**config.mk**
```make
export PLATFORM = sky130hd
export DESIGN_NAME = amo_mem_responder
export DESIGN_NICKNAME = d
export VERILOG_FILES = /design/src/rtl/amo_mem_responder.sv
export SDC_FILE = /design/constraint.sdc
export NUM_CORES = 1
export LEC_CHECK = 0
export CAP_MARGIN = 20
export CORE_MARGIN = 2
export CORE_UTILIZATION = 49
export DETAILED_ROUTE_END_ITERATION = 12
export GPL_TIMING_DRIVEN = 1
export PLACE_DENSITY = 0.78
export REMOVE_ABC_BUFFERS = 1
export SYNTH_ARGS = -nofsm -noshare
export SYNTH_HDL_FRONTEND = slang
export SYNTH_SLANG_ARGS = --single-unit
```
**constraint.sdc**
```tcl
create_clock -name clk -period 3.95 [get_ports clk]
set_input_delay 0.79 -clock clk [delete_from_list [all_inputs] [get_ports clk]]
set_output_delay 0.79 -clock clk [all_outputs]
set_load 0.05 [all_outputs]
```
**src/rtl/amo_mem_responder.sv**
```systemverilog
// Memory-side responder for RISC-V LR/SC/AMO requests, holding the single reservation.
// Optional reservation lifetime counter enabled by defining AMO_RSV_TIMEOUT_EN.
module amo_mem_responder #(
    parameter int WIDTH       = 32,
    parameter int ADDR_W      = 32,
    parameter int ID_W        = 4,
    parameter int RSV_TIMEOUT = 64
) (
    input  logic              clk,
    input  logic              rst,
    input  logic              req_valid,
    output logic              req_ready,
    input  logic [ADDR_W-1:0] req_addr,
    input  logic [4:0]        req_fn5,
    input  logic [WIDTH-1:0]  req_data,
    input  logic [ID_W-1:0]   req_id,
    output logic              mem_rd_en,
    output logic [ADDR_W-1:0] mem_rd_addr,
    input  logic              mem_rd_valid,
    input  logic [WIDTH-1:0]  mem_rd_data,
    output logic              mem_wr_en,
    output logic [ADDR_W-1:0] mem_wr_addr,
    output logic [WIDTH-1:0]  mem_wr_data,
    input  logic              mem_wr_ready,
    output logic              rsp_valid,
    input  logic              rsp_ready,
    output logic [WIDTH-1:0]  rsp_data,
    output logic [ID_W-1:0]   rsp_id,
    input  logic              snoop_wr_valid,
    input  logic [ADDR_W-1:0] snoop_wr_addr
);
    localparam logic [4:0] FN_ADD  = 5'b00000;
    localparam logic [4:0] FN_SWAP = 5'b00001;
    localparam logic [4:0] FN_LR   = 5'b00010;
    localparam logic [4:0] FN_SC   = 5'b00011;
    localparam logic [4:0] FN_XOR  = 5'b00100;
    localparam logic [4:0] FN_OR   = 5'b01000;
    localparam logic [4:0] FN_AND  = 5'b01100;
    localparam logic [4:0] FN_MIN  = 5'b10000;
    localparam logic [4:0] FN_MAX  = 5'b10100;
    localparam logic [4:0] FN_MINU = 5'b11000;
    localparam logic [4:0] FN_MAXU = 5'b11100;
    localparam int         WA_W    = ADDR_W - 2;

    typedef enum logic [2:0] {S_IDLE, S_READ, S_WAIT_RD, S_WRITE, S_RESP} state_t;

    state_t            state_q;
    logic [ADDR_W-1:0] addr_q;
    logic [4:0]        fn5_q;
    logic [WIDTH-1:0]  data_q;
    logic [WIDTH-1:0]  old_q;
    logic [ID_W-1:0]   id_q;
    logic              mem_rd_en_q, mem_wr_en_q, rsp_valid_q;
    logic [ADDR_W-1:0] mem_rd_addr_q, mem_wr_addr_q;
    logic [WIDTH-1:0]  mem_wr_data_q, rsp_data_q;
    logic [ID_W-1:0]   rsp_id_q;
    logic              rsv_valid_q, rsv_valid_d;
    logic [WA_W-1:0]   rsv_word_q, rsv_word_d;
    logic [WIDTH-1:0]  new_val;
    logic              accept, sc_hit, is_rmw;
    logic              unused_bits;

    assign unused_bits = ^{snoop_wr_addr[1:0]};

`ifdef AMO_RSV_TIMEOUT_EN
    localparam int CNT_W = $clog2(RSV_TIMEOUT + 1);
    logic [CNT_W-1:0] rsv_cnt_q, rsv_cnt_d;
    // A count of 1 means the reservation expires on this edge, so an SC now must fail.
    assign sc_hit = rsv_valid_q && (req_addr[ADDR_W-1:2] == rsv_word_q) && (rsv_cnt_q > CNT_W'(1));
`else
    localparam int UNUSED_TIMEOUT = RSV_TIMEOUT;
    assign sc_hit = rsv_valid_q && (req_addr[ADDR_W-1:2] == rsv_word_q);
`endif

    assign req_ready   = rst && (state_q == S_IDLE);
    assign accept      = req_valid && req_ready;
    assign mem_rd_en   = mem_rd_en_q;
    assign mem_rd_addr = mem_rd_addr_q;
    assign mem_wr_en   = mem_wr_en_q;
    assign mem_wr_addr = mem_wr_addr_q;
    assign mem_wr_data = mem_wr_data_q;
    assign rsp_valid   = rsp_valid_q;
    assign rsp_data    = rsp_data_q;
    assign rsp_id      = rsp_id_q;

    always_comb begin
        is_rmw  = 1'b1;
        new_val = mem_rd_data;
        case (fn5_q)
            FN_ADD:  new_val = mem_rd_data + data_q;
            FN_SWAP: new_val = data_q;
            FN_XOR:  new_val = mem_rd_data ^ data_q;
            FN_OR:   new_val = mem_rd_data | data_q;
            FN_AND:  new_val = mem_rd_data & data_q;
            FN_MIN:  new_val = ($signed(data_q) < $signed(mem_rd_data)) ? data_q : mem_rd_data;
            FN_MAX:  new_val = ($signed(data_q) > $signed(mem_rd_data)) ? data_q : mem_rd_data;
            FN_MINU: new_val = (data_q < mem_rd_data) ? data_q : mem_rd_data;
            FN_MAXU: new_val = (data_q > mem_rd_data) ? data_q : mem_rd_data;
            default: is_rmw = 1'b0;
        endcase
    end

    always_comb begin
        rsv_valid_d = rsv_valid_q;
        rsv_word_d  = rsv_word_q;
`ifdef AMO_RSV_TIMEOUT_EN
        rsv_cnt_d = rsv_cnt_q;
        if (rsv_valid_q) begin
            rsv_cnt_d = rsv_cnt_q - CNT_W'(1);
            if (rsv_cnt_q <= CNT_W'(1)) rsv_valid_d = 1'b0;
        end
`endif
        if (accept && req_fn5 == FN_SC) rsv_valid_d = 1'b0;
        if (state_q == S_WRITE && mem_wr_ready && fn5_q != FN_SC &&
            addr_q[ADDR_W-1:2] == rsv_word_q) rsv_valid_d = 1'b0;
        if (state_q == S_WAIT_RD && mem_rd_valid && fn5_q == FN_LR) begin
            rsv_valid_d = 1'b1;
            rsv_word_d  = addr_q[ADDR_W-1:2];
`ifdef AMO_RSV_TIMEOUT_EN
            rsv_cnt_d = CNT_W'(RSV_TIMEOUT);
`endif
        end
        // Comparing against the next word lets a same-cycle snoop beat a fresh LR.
        if (snoop_wr_valid && snoop_wr_addr[ADDR_W-1:2] == rsv_word_d) rsv_valid_d = 1'b0;
    end

    always_ff @(posedge clk) begin
        if (!rst) begin
            state_q       <= S_IDLE;
            addr_q        <= '0;
            fn5_q         <= '0;
            data_q        <= '0;
            old_q         <= '0;
            id_q          <= '0;
            mem_rd_en_q   <= 1'b0;
            mem_rd_addr_q <= '0;
            mem_wr_en_q   <= 1'b0;
            mem_wr_addr_q <= '0;
            mem_wr_data_q <= '0;
            rsp_valid_q   <= 1'b0;
            rsp_data_q    <= '0;
            rsp_id_q      <= '0;
            rsv_valid_q   <= 1'b0;
            rsv_word_q    <= '0;
`ifdef AMO_RSV_TIMEOUT_EN
            rsv_cnt_q     <= '0;
`endif
        end else begin
            rsv_valid_q <= rsv_valid_d;
            rsv_word_q  <= rsv_word_d;
`ifdef AMO_RSV_TIMEOUT_EN
            rsv_cnt_q   <= rsv_cnt_d;
`endif
            case (state_q)
                S_IDLE: if (accept) begin
                    addr_q <= req_addr;
                    fn5_q  <= req_fn5;
                    data_q <= req_data;
                    id_q   <= req_id;
                    if (req_fn5 == FN_SC && sc_hit) begin
                        state_q       <= S_WRITE;
                        mem_wr_en_q   <= 1'b1;
                        mem_wr_addr_q <= req_addr;
                        mem_wr_data_q <= req_data;
                    end else if (req_fn5 == FN_SC) begin
                        state_q     <= S_RESP;
                        rsp_valid_q <= 1'b1;
                        rsp_data_q  <= WIDTH'(1);
                        rsp_id_q    <= req_id;
                    end else begin
                        state_q       <= S_READ;
                        mem_rd_en_q   <= 1'b1;
                        mem_rd_addr_q <= req_addr;
                    end
                end
                S_READ: begin
                    mem_rd_en_q <= 1'b0;
                    state_q     <= S_WAIT_RD;
                end
                S_WAIT_RD: if (mem_rd_valid) begin
                    old_q <= mem_rd_data;
                    if (is_rmw) begin
                        state_q       <= S_WRITE;
                        mem_wr_en_q   <= 1'b1;
                        mem_wr_addr_q <= addr_q;
                        mem_wr_data_q <= new_val;
                    end else begin
                        state_q     <= S_RESP;
                        rsp_valid_q <= 1'b1;
                        rsp_data_q  <= mem_rd_data;
                        rsp_id_q    <= id_q;
                    end
                end
                S_WRITE: if (mem_wr_ready) begin
                    mem_wr_en_q <= 1'b0;
                    state_q     <= S_RESP;
                    rsp_valid_q <= 1'b1;
                    rsp_data_q  <= (fn5_q == FN_SC) ? '0 : old_q;
                    rsp_id_q    <= id_q;
                end
                S_RESP: if (rsp_ready) begin
                    rsp_valid_q <= 1'b0;
                    state_q     <= S_IDLE;
                end
                default: state_q <= S_IDLE;
            endcase
        end
    end
endmodule
```
# [Word level (Yosys, flattened, before mapping)]
# Index checks and enable logic that the tools add are counted.
[word_totals] wordCells=146 output_inout_bits=136 ff_bits=274
[classes] n_lt_le_gt_ge=4 mux=61 n_reduce_logical=29 eq_ne=29 add_sub_neg=1 bitwise_logic=6
[ops] operator="32-bit two-way mux" count=19
[ops] operator="32-bit case mux with 9 select lines" count=1
[ops] operator="32-bit case mux with 2 select lines" count=2
[ops] operator="32-bit case mux with 3 select lines" count=1
[ops] operator="30-bit equality test" count=3
[ops] operator="32-bit greater-than comparator" count=2
[ops] operator="32-bit less-than comparator" count=2
[ops] operator="32-bit adder" count=1
[ops] operator="32-bit AND" count=1
[ops] operator="32-bit bitwise OR" count=1
[ops] operator="32-bit bitwise XOR" count=1
[ops] operator="30-bit two-way mux" count=1
[ops] operator="4-bit two-way mux" count=6
[ops] operator="3-bit two-way mux" count=7
[ops] operator="5-bit equality test, second input constant" count=4
[ops] operator="1-bit two-way mux" count=19
[ops] operator="2-bit != test, second input constant" count=8
[ops] operator="5-bit by 2-bit equality test with 1-bit output, second input constant" count=3
[ops] operator="3-bit case mux with 5 select lines" count=1
[ops] operator="4-bit case mux with 3 select lines" count=1
[ops] operator="4-bit AND reduction" count=3
[ops] operator="1-bit logical AND" count=11
[ops] operator="5-bit by 4-bit equality test with 1-bit output, second input constant" count=2
[ops] operator="9-bit OR reduction" count=1
[ops] operator="22 further kinds" count=29

# [Depth between registers and ports, before layout]
# Gate-level depths: netlist of the first run.
[depth] word_depth=7 mapped_depth=14

# [Worst setup path before layout of the first run]
# No wires, ideal clock.
[synth_timing] path_kind="input-to-reg" start="input rst" end="register mem_wr_data_q[25], in the netlist mem_wr_data[25]" cell_stages=11 t_arrival_ps=4388 setup_time_ps=138 path_slack_ps=-577 required_time_ps=3812 cell_sequence="nor4b_1 and2_1 clkbuf_1 nand2_1 nor3b_1 o21ai_0 and2_1 o21ai_0 o2111ai_1 a221oi_1 a22oi_1"
[synth_between] elab_chain_cells=4
[synth_rtl] element="from (decl)" line_no="10" source="input logic rst,"
[synth_rtl] element="1-bit logical AND" line_no="75" source="assign req_ready = rst && (state_q == S_IDLE);"
[synth_rtl] element="1-bit logical AND" line_no="76" source="assign accept = req_valid && req_ready;"
[synth_rtl] element="2-bit != test (no source line)"
[synth_rtl] element="5-bit AND reduction (no source line)"
[synth_rtl] element="to (signal assigned)" line_no="164" source="mem_wr_data_q <= req_data;"
[synth_rtl] element="to (signal assigned)" line_no="186" source="mem_wr_data_q <= new_val;"
[synth_rtl] element="to (decl)" line_no="55" source="logic [WIDTH-1:0] mem_wr_data_q, rsp_data_q;"
# Parallel ways exist; a longest one is shown, timed or not.
# A chain may end at the register's enable or synchronous reset.

# [Final worst setup path of the first run]
[layout_timing] start="input mem_rd_data[5]" end="register mem_wr_data_q[10], in the netlist mem_wr_data[10]"
[layout_between] elab_chain_cells=6 elab_cells_between_ends=13 classes_between="1 x add/sub; 4 x order compare; 8 x mux"
[layout_rtl] element="from (decl)" line_no="20" source="input logic [WIDTH-1:0] mem_rd_data,"
[layout_rtl] element="32-bit greater-than comparator, or another cell as far along" line_no="98" source="FN_MAXU: new_val = (data_q > mem_rd_data) ? data_q : mem_rd_data;"
[layout_rtl] element="32-bit two-way mux (on tied branches)"
[layout_rtl] element="32-bit case mux with 9 select lines *" line_no="89" source="case (fn5_q)"
[layout_rtl] element="32-bit two-way mux *" line_no="182" source="if (is_rmw) begin"
[layout_rtl] element="32-bit two-way mux *" line_no="180" source="S_WAIT_RD: if (mem_rd_valid) begin"
[layout_rtl] element="32-bit case mux with 2 select lines *" line_no="154" source="case (state_q)"
# Mark *: on every way between the ends. The rest lies on a longest branch, timed or not. The select of a mux whose other input is x is not followed.

==> results of run 1 <==
==> power groups by stage <==
| stage | Sequential, W | Combinational [W] | Clock (W) |
|---|---|---|---|
| after global placement | 0.00319 | 0.00280 | 0 |
| after floorplan | 0.00346 | 0.00129 | 0 |
| after global routing | 0.00318 | 0.00318 | 0.00304 |
| final | 0.00315 | 0.00297 | 0.00290 |
| after detailed placement | 0.00320 | 0.00284 | 0 |
| after CTS | 0.00315 | 0.00286 | 0.00294 |
==> per-stage QoR <==
stage / std cells / TNS, ps / area [sq um] / total power [W] / utilization [%]
floorplan: 1945 / -673270 / 15570 / 0.004753 / -
global placement: 2894 / -15610 / 20800 / 0.005994 / 63.94
detailed placement: 2894 / -17860 / 20800 / 0.006044 / 63.94
CTS: 2950 / 0 / 21850 / 0.008946 / 67.15
global route: 2955 / -5.252 / 22050 / 0.009400 / 67.79
finish: 2956 / 0 / 22060 / 0.009023 / 67.79
==> cell usage in the layout (no fill, tap or decap), types with 9 or more instances in the layout <==
| cell type | count |
|---|---|
| nor3_1 | 12 |
| buf_12 | 11 |
| buf_4 | 225 |
| a22oi_1 | 34 |
| o31ai_1 | 36 |
| o211a_1 | 9 |
| nand3_1 | 50 |
| mux2i_1 | 34 |
| xor2_1 | 38 |
| clkdlybuf4s50_1 | 269 |
| a211oi_1 | 40 |
| nor2_1 | 148 |
| and3_1 | 15 |
| xnor2_1 | 75 |
| nand2_1 | 441 |
| a311oi_1 | 32 |
| nand4_1 | 26 |
| o221ai_1 | 17 |
| a21boi_0 | 45 |
| a31oi_1 | 21 |
| a21oi_1 | 109 |
| o21ai_0 | 111 |
| o211ai_1 | 13 |
| clkbuf_16 | 30 |
| nor2b_1 | 17 |
| a221oi_1 | 25 |
| ha_1 | 88 |
| nor4_1 | 12 |
| a21o_1 | 11 |
| inv_1 | 78 |
| dfxtp_1 | 274 |
==> flip-flops by register name, indices dropped and copies added (netlist names), 5 cells and up <==
signal	count
addr_q	32
data_q	32
mem_rd_addr	32
mem_wr_addr	32
mem_wr_data	32
old_q	32
rsp_data	32
rsv_word_q	30
fn5_q	5
==> final cells by class <==
cell class,count,area (sq um),area share [%]
diodes,2,5.005,0.02269
clock inverters,16,185.2,0.8395
well taps,442,553.0,2.507
multi-input cells,1585,9981,45.25
inverters,86,325.3,1.475
clock buffers,39,834.6,3.784
flip-flops and latches,274,5485,24.87
repair buffers,512,4688,21.25
==> cells in the mapped netlist, drive strengths merged (5+ instances only) <==
cell	n
a221o	7
buf	21
and3	15
a211oi	40
xor2	38
o211ai	14
o21ai	113
o211a	9
a311oi	32
o221ai	17
nor2	151
a21boi	47
nor3b	5
nor2b	18
a21oi	109
mux2i	34
nor4	16
clkbuf	131
inv	86
a221oi	27
nand3	52
o21a	8
a22oi	34
a21o	11
dfxtp	274
or3	9
and2	7
nand4	26
ha	96
o21bai	5
a31oi	21
nor3	17
or4	6
nand2	442
o2111ai	5
o31ai	37
o31a	5
xnor2	75
==> cells by family after synthesis <==
group                    count (synthesis)  synth area share, %
AND/OR/NAND/NOR                        771                20.38
AO/OA/AOI/OAI                          570                24.20
flip-flops                             274                33.93
buffers and inverters                  238                5.711
XOR/XNOR                               113                6.121
adder cells (fa/ha/maj)                 97                7.553
multiplexers                            34                2.105
==> path summary, 6_finish.rpt <==
kind,to
min reg2reg,old_q[17]
min,old_q[17]
max reg2reg,mem_wr_data[10]
max,mem_wr_data[10]
==> critical path, delay by kind of cell <==
kind,cells,cell delay (ps)
and+or+nand+nor,5,1440
AOI/OAI and AO/OA,5,1000
buffers and inverters,3,780
adders and majority gates,1,250
==> routing by layer <==
| metal | up-vias | share of wire [%] |
|---|---|---|
| met4 | 4 | 4.6 |
| met1 | 8188 | 40 |
| met3 | 174 | 8.8 |
| li1 | 8150 | - |
| met2 | 854 | 46 |
| met5 | - | 0.050 |
==> what timing repair did <==
action	4_1_cts	5_1_grt
hold buffers	0	0
setup buffers	1	4
cloned	0	0
gates resized for setup	3	30
pin swaps	3	10
endpoints found under the setup margin	12	26
==> out/metrics.cfg, run 1 <==
[outcome]
status=completed

[worst_setup_path]
slowest_stage=or4_4
crit_type=primary input to register
crit_arrival_ps=4270
cp_cell_sequence=clkdlybuf4s50_1, inv_2, ha_4, or4_4, or3_4, or3_4, nand3_2, a21boi_2, a21boi_4, o21ai_4, buf_4, a221o_1, o211ai_2, nand3_1
path_max_fanout=6
critPathLaunchType=primary input
critPathLaunch=mem_rd_data[5]
timing.rr.start=data_q[13]
crit_path_frequent_cell=or3_4
r2r_slack_ps=390
cp_slowest_stage_delay_ps=530
cp-end-kind=register
reg2regPathDepth=13
required_ps=4400

[floorplan]
die_area_sq_um=34460
io_pins=280
die_w_microns=185.6
die_y_microns=185.6
rows=66
start_util_pct=49.69
core_area_sq_um=32540

[yosys]
ys_seq_area_share_pct=33.93
yosysWarnings=0
synthDistinctLibCells=71
synth_edf_count=0
synth_top_area_share_pct=33.93
avgSynthCellArea_sq_um=7.710
synth_top_flop_cell=dfxtp_1
synthArstFlopShare_pct=0
yosysTopAreaCell=dfxtp_1
synth_area_leaders=dfxtp_1, nand2_1, ha_1
ys_ff_latch=274
syn_inst=2097
netlist_area_sq_um=16170

[cts]
cts_root_buffer=clkbuf_16
cts.htree.levels=1
tritoncts=done
insertion_delay_ps=580
cts.sinks=274
cts_buffers=30
clkSlewWorstSetupHoldPaths_ps=60
clock_path_buffers=3

[sta]
setup_viol=0
max_slew_margin_pct=34.92
worst_slack_ps=127.6
min_period_over_period_pct=96.77
holdWs_ps=455.9
slew_violations=0
fin_worst_skew_ps=32.78
hold_viol_final=0
period_minus_slack_ps=3822
fmax_mhz=261.6
tightest_slew_ps=976.2

[global_route]
met3_usage_pct=7.141
grt_pass1_wl_microns=92850
grt_antenna_before_repair=4
grt_use_met1_pct=42.50
gr-total-overflow=0
grt_use_total_pct=34.08
met2_usage_pct=56.60
grt_pass1_vias=17170
busiest_layer=met2
grt_max_degree=84

[detailed_routing]
wire_per_inst_microns=20.43
ant_nets=0
drcViolationCount=0
firstDrtPassIters=5
detail_route.iter0.violations=1407
vias=17370
wl_microns=60400
via_per_inst=5.876

[power_and_ir_drop]
sw_frac_of_total_pct=35.05
p_seq_share_pct=34.9
p_leak_nw=8.563
pwr-share-clk_pct=32.1
power_frac_comb_pct=33.0
p_per_area_nw_per_um2=409.1
vdd_ir_drop_max_v=0.0003684
power.net_switching_w=0.003162
intPower_w=0.005861

[placement]
post-place-ws_ps=-810.2
routabilityCongestion=0.9561
io_buffers=277
hpwl_microns=43290

[min_path]
hp-class=register to register
worstHoldPathCells=2
min_from=old_q[17]

[cells_and_area]
fin_nets=2730
fillers=2705
syn2layout_area_growth_pct=36.43
drive_gt1_share_pct=13.54

[job]
drv_cap=0

(Power assumes the default switching activity.)
==> run 2: changes to the inputs <==
--- a/config.mk
+++ b/config.mk
@@ -7,10 +7,11 @@
 export LEC_CHECK = 0
 export CAP_MARGIN = 20
 export CORE_MARGIN = 2
-export CORE_UTILIZATION = 49
+export CORE_UTILIZATION = 55
 export DETAILED_ROUTE_END_ITERATION = 12
+export DONT_BUFFER_PORTS = 1
 export GPL_TIMING_DRIVEN = 1
-export PLACE_DENSITY = 0.78
+export PLACE_DENSITY = 0.73
 export REMOVE_ABC_BUFFERS = 1
 export SYNTH_ARGS = -nofsm -noshare
 export SYNTH_HDL_FRONTEND = slang
==> run 2 against run 1 <==
Net effect: largest cell class unchanged; register-to-register slack lost 230 ps; first-iteration DRC count shrank 3.1%; final cell count shrank 15%; critical path type is now register to register.
==> out/metrics.cfg, run 2 (synthesis gave the netlist of run 1 again) <==
[floorplan]
die_y_microns=175.5
die_area_sq_um=30780
io_pins=280
start_util_pct=56.03
die_w_microns=175.5
rows=62
core_area_sq_um=28860

[worst_setup_path]
reg2regPathDepth=13
timing.rr.end=mem_wr_data[15]
critPathLaunchType=register
crit_type=register to register
required_ps=4400
r2r_slack_ps=160
path_max_fanout=4
crit_arrival_ps=4250
critPathLaunch=data_q[15]
timing.rr.start=data_q[15]
cp-end-kind=register

[detailed_routing]
vias=15440
ant_nets=0
firstDrtPassIters=5
detail_route.iter0.violations=1363
via_per_inst=6.179
drcViolationCount=0
wl_microns=53350
wire_per_inst_microns=21.35

[cts]
tritoncts=done
clkSlewWorstSetupHoldPaths_ps=70
insertion_delay_ps=570
cts_setup_buffers=0
cts.sinks=274
cts_root_buffer=clkbuf_16
clock_path_buffers=3
cts_buffers=30
cts_hold_buf=0
cts.htree.levels=1

[global_route]
grt_pass1_vias=15090
grt_max_degree=133
grt_use_total_pct=33.64
grt_antenna_before_repair=0
gr-total-overflow=0
grt_pass1_wl_microns=83410

[sta]
max_slew_margin_pct=25.28
rsz0062_at_grt=no
slew_violations=0
fin_worst_skew_ps=26.38
setup_viol=0
min_period_over_period_pct=96.01
hold_viol_final=0
fmax_mhz=263.7
worst_slack_ps=157.8
tightest_slew_ps=1121
tns_ps=0
period_minus_slack_ps=3792

[min_path]
min_to=data_q[16]
hp-class=primary input to register
worstHoldPathCells=2
min_from=req_data[16]

[power_and_ir_drop]
vdd_ir_drop_max_v=0.0004340
p_per_area_nw_per_um2=465.9
p_leak_nw=6.917

[placement]
hpwl_microns=36910
place_area_sq_um=17040
post-place-ws_ps=-189.8
io_buffers=0
dp_cells=2442
routabilityCongestion=0.9839

[cells_and_area]
syn2layout_area_growth_pct=12.13
fin_nets=2332
n_antenna_cell=0
layout_common_cells=nand2_1, dfxtp_1, nor2_1
final_area_sq_um=18130
instances_no_fill=2499
drive_gt1_share_pct=9.267
layout_commonest_cell=nand2_1

[job]
drv_cap=0

[outcome]
status=completed

-- run 2: cell type report --
type | instances | area [sq um]
multi-input cells | 1585 | 9846
clock buffers | 47 | 945.9
flip-flops and latches | 274 | 5485
repair buffers | 114 | 943.4
inverters | 86 | 325.3
well taps | 384 | 480.5
clock inverters | 9 | 102.6
fillers | 2582 | 10730
-- run 2: stage by stage --
step                      util, %  hold slack (ps)  total power, W
after floorplan                 -            436.0        0.004753
after global placement      59.05            440.8        0.005445
after detailed placement    59.05            446.0        0.005493
after CTS                   62.68            303.3        0.008428
after global routing        62.82            322.4        0.008809
final                       62.82            320.6        0.008447
-- run 2: worst max path at each step --
stage / to / slack, ps / cells past startpoint
after CTS: mem_wr_data[17] / 150 / 13
after detailed placement: mem_wr_data[17] / -190 / 13
after global placement: mem_wr_data[15] / -190 / 13
after floorplan: mem_wr_data[27] / -4780 / 9
final: mem_wr_data[15] / 160 / 13
after global routing: mem_wr_data[27] / 30 / 14
-- run 2: repair_timing --
action	in CTS	in global routing
endpoints found under the setup margin	0	7
gates resized for setup	0	3
hold endpoints to repair	0	0
-- run 2: critical path, stage by stage, from the launching register on --
cell and delay [ps]:
dfxtp_1 380, inv_1 90, ha_1 310, or4_4 550, or3_1 430, or3_4 400, nand3_2 90, a21boi_2 150
a21boi_4 210, buf_4 140, nor2_2 40, a221o_1 330, nor4_1 430, o31ai_1 120
-- run 2: power breakdown --
| group | switching [W] | total (W) | internal (W) |
|---|---|---|---|
| Combinational | 0.00124 | 0.00205 | 0.000805 |
| Clock | 0.00118 | 0.00295 | 0.00177 |
| Sequential | 0.000488 | 0.00345 | 0.00296 |
| Total | 0.00291 | 0.00845 | 0.00553 |
-- run 2: per-layer routing --
layer  global-route usage (%)  vias up  share of wire (%)
li1                         -     7347                  -
met1                    44.96     7340                 43
met2                    53.84      655                 45
met3                    7.814       99                9.1
met4                    10.74        0                3.1
met5                        0        -                  0
==> run 3: changes to the inputs <==
--- a/config.mk
+++ b/config.mk
@@ -8,11 +8,13 @@
 export CAP_MARGIN = 20
 export CORE_MARGIN = 2
 export CORE_UTILIZATION = 55
+export CTS_CLUSTER_DIAMETER = 60
 export DETAILED_ROUTE_END_ITERATION = 12
 export DONT_BUFFER_PORTS = 1
 export GPL_TIMING_DRIVEN = 1
 export PLACE_DENSITY = 0.73
 export REMOVE_ABC_BUFFERS = 1
+export SKIP_LAST_GASP = 1
 export SYNTH_ARGS = -nofsm -noshare
 export SYNTH_HDL_FRONTEND = slang
 export SYNTH_SLANG_ARGS = --single-unit
==> run 3 against run 2 <==
Net effect: maximum frequency down 1.2%; die area unchanged; final cell count hardly changed; clock power is 2% higher; core utilization rose by 0.069 points; register-to-register slack got worse by 50 ps; sequential power is essentially flat; power up 0.75%; combinational power hardly changed; worst setup slack worse by 46 ps; design area is 0.11% higher; first-iteration DRC count increased by 2.0%.
==> out/metrics.cfg, run 3 (synthesis gave the netlist of run 1 again) <==
[outcome]
status=completed

[global_route]
grt_max_degree=133
grt_use_total_pct=34.03
grt_antenna_before_repair=0
grt_pass1_vias=15130
grt_pass1_wl_microns=83900
gr-total-overflow=0

[worst_setup_path]
cp_slowest_stage_delay_ps=550
crit_type=register to register
cp_cell_sequence=inv_1, ha_1, or4_4, or3_1, or3_4, nand3_2, a21boi_2, a21boi_4, buf_4, nor2_2, a221o_1, nor4_1, o31ai_1
path_max_fanout=4
required_ps=4330
critPathLaunchType=register
cp-end-kind=register
crit_arrival_ps=4220
slowest_stage=or4_4

[cts]
clkSlewWorstSetupHoldPaths_ps=60
insertion_delay_ps=530
cts_setup_buffers=0
tritoncts=done
cts.htree.levels=2
cts.sinks=274
cts_buffers=35
cts_root_buffer=clkbuf_16
clock_path_buffers=3

[floorplan]
core_area_sq_um=28860
die_w_microns=175.5
die_y_microns=175.5
die_area_sq_um=30780
io_pins=280
start_util_pct=56.03
rows=62

[placement]
routabilityCongestion=0.9839
io_buffers=0
post-place-ws_ps=-189.8
hpwl_microns=36910
place_area_sq_um=17040
dp_cells=2442

[cells_and_area]
instances_no_fill=2500
fillers=2583
layout_common_cells=nand2_1, dfxtp_1, nor2_1
final_area_sq_um=18150
syn2layout_area_growth_pct=12.25
drive_gt1_share_pct=9.168
fin_nets=2337
layout_commonest_cell=nand2_1
n_antenna_cell=0

[sta]
period_minus_slack_ps=3838
worst_slack_ps=111.6
min_period_over_period_pct=97.17
hold_viol_final=0
max_slew_margin_pct=28.70
tightest_slew_ps=1070
rsz0062_at_grt=yes
fin_worst_skew_ps=22.90
holdWs_ps=371.1
fmax_mhz=260.5
slew_violations=0
setup_viol=0

[detailed_routing]
wire_per_inst_microns=21.45
wl_microns=53640
ant_nets=0
firstDrtPassIters=6
via_per_inst=6.226
drcViolationCount=0
detail_route.iter0.violations=1390
vias=15570

[power_and_ir_drop]
vdd_ir_drop_max_v=0.0003755
p_leak_nw=6.917
p_per_area_nw_per_um2=468.9
total_power_w=0.008510

[min_path]
hp-class=primary input to register

[job]
drv_cap=0

==> run 3: cell count changes in the layout (fill, tap and decap cells not counted), sizes merged <==
| cell | change |
|---|---|
| clkinv | +1 |
| bufinv | -2 |
| inv | +1 |
| clkbuf | +1 |
==> run 3: what timing repair did <==
item | in CTS | in global routing
gates resized for setup | 0 | 2
hold buffers | 0 | 0
endpoints found under the setup margin | 0 | 5
==> run 3: layer usage <==
layer  part of all wire, %  track usage (%)  vias up
met2                    44            53.79      736
li1                      -                -     7368
met4                   3.7            12.78        0
met5                     0                0        -
met1                    42            45.36     7335
met3                    10            7.771      127
==> run 3: layout make-up <==
class                   count  area [sq um]  area share (%)
clock buffers              48         984.7           5.426
clock inverters             9         90.09          0.4964
inverters                  86         325.3           1.792
well taps                 384         480.5           2.647
multi-input cells        1585          9839           54.22
repair buffers            114         943.4           5.198
flip-flops and latches    274          5485           30.22
==> run 3: path summary, 6_finish.rpt <==
path	slack (ps)	cells after the start	to	startpoint
worst max-delay path	110	13	mem_wr_data[15]	data_q[15]
worst min-delay path	370	2	addr_q[4]	req_addr[4]
worst max register to register	110	13	mem_wr_data[15]	data_q[15]
worst min register to register	450	2	old_q[14]	old_q[14]
==> run 3: report_power, final <==
| part | leakage, nW | internal [W] | switching, W |
|---|---|---|---|
| Combinational | 4.16 | 0.000803 | 0.00124 |
| Clock | 0.526 | 0.00176 | 0.00126 |
| Sequential | 2.23 | 0.00296 | 0.000488 |
| Total | 6.92 | 0.00552 | 0.00299 |
==> run 3: worst max-delay path, delay by kind of cell (launching register included) <==
kind                       cells  cell delay [ps]
AOI/OAI and AO/OA              4              830
adders and majority gates      1              310
buffers and inverters          2              230
DFF                            1              380
and+or+nand+nor                6             1980
==> run 3: stage by stage <==
| step | utilization (%) | setup TNS [ps] |
|---|---|---|
| 6_report | 62.89 | 0 |
| 5_1_grt | 62.89 | -7.239 |
| 4_1_cts | 62.77 | 0 |
| 3_5_place_dp | 59.05 | -2483 |
| 3_3_place_gp | 59.05 | -988.7 |
| 2_1_floorplan | - | -673270 |
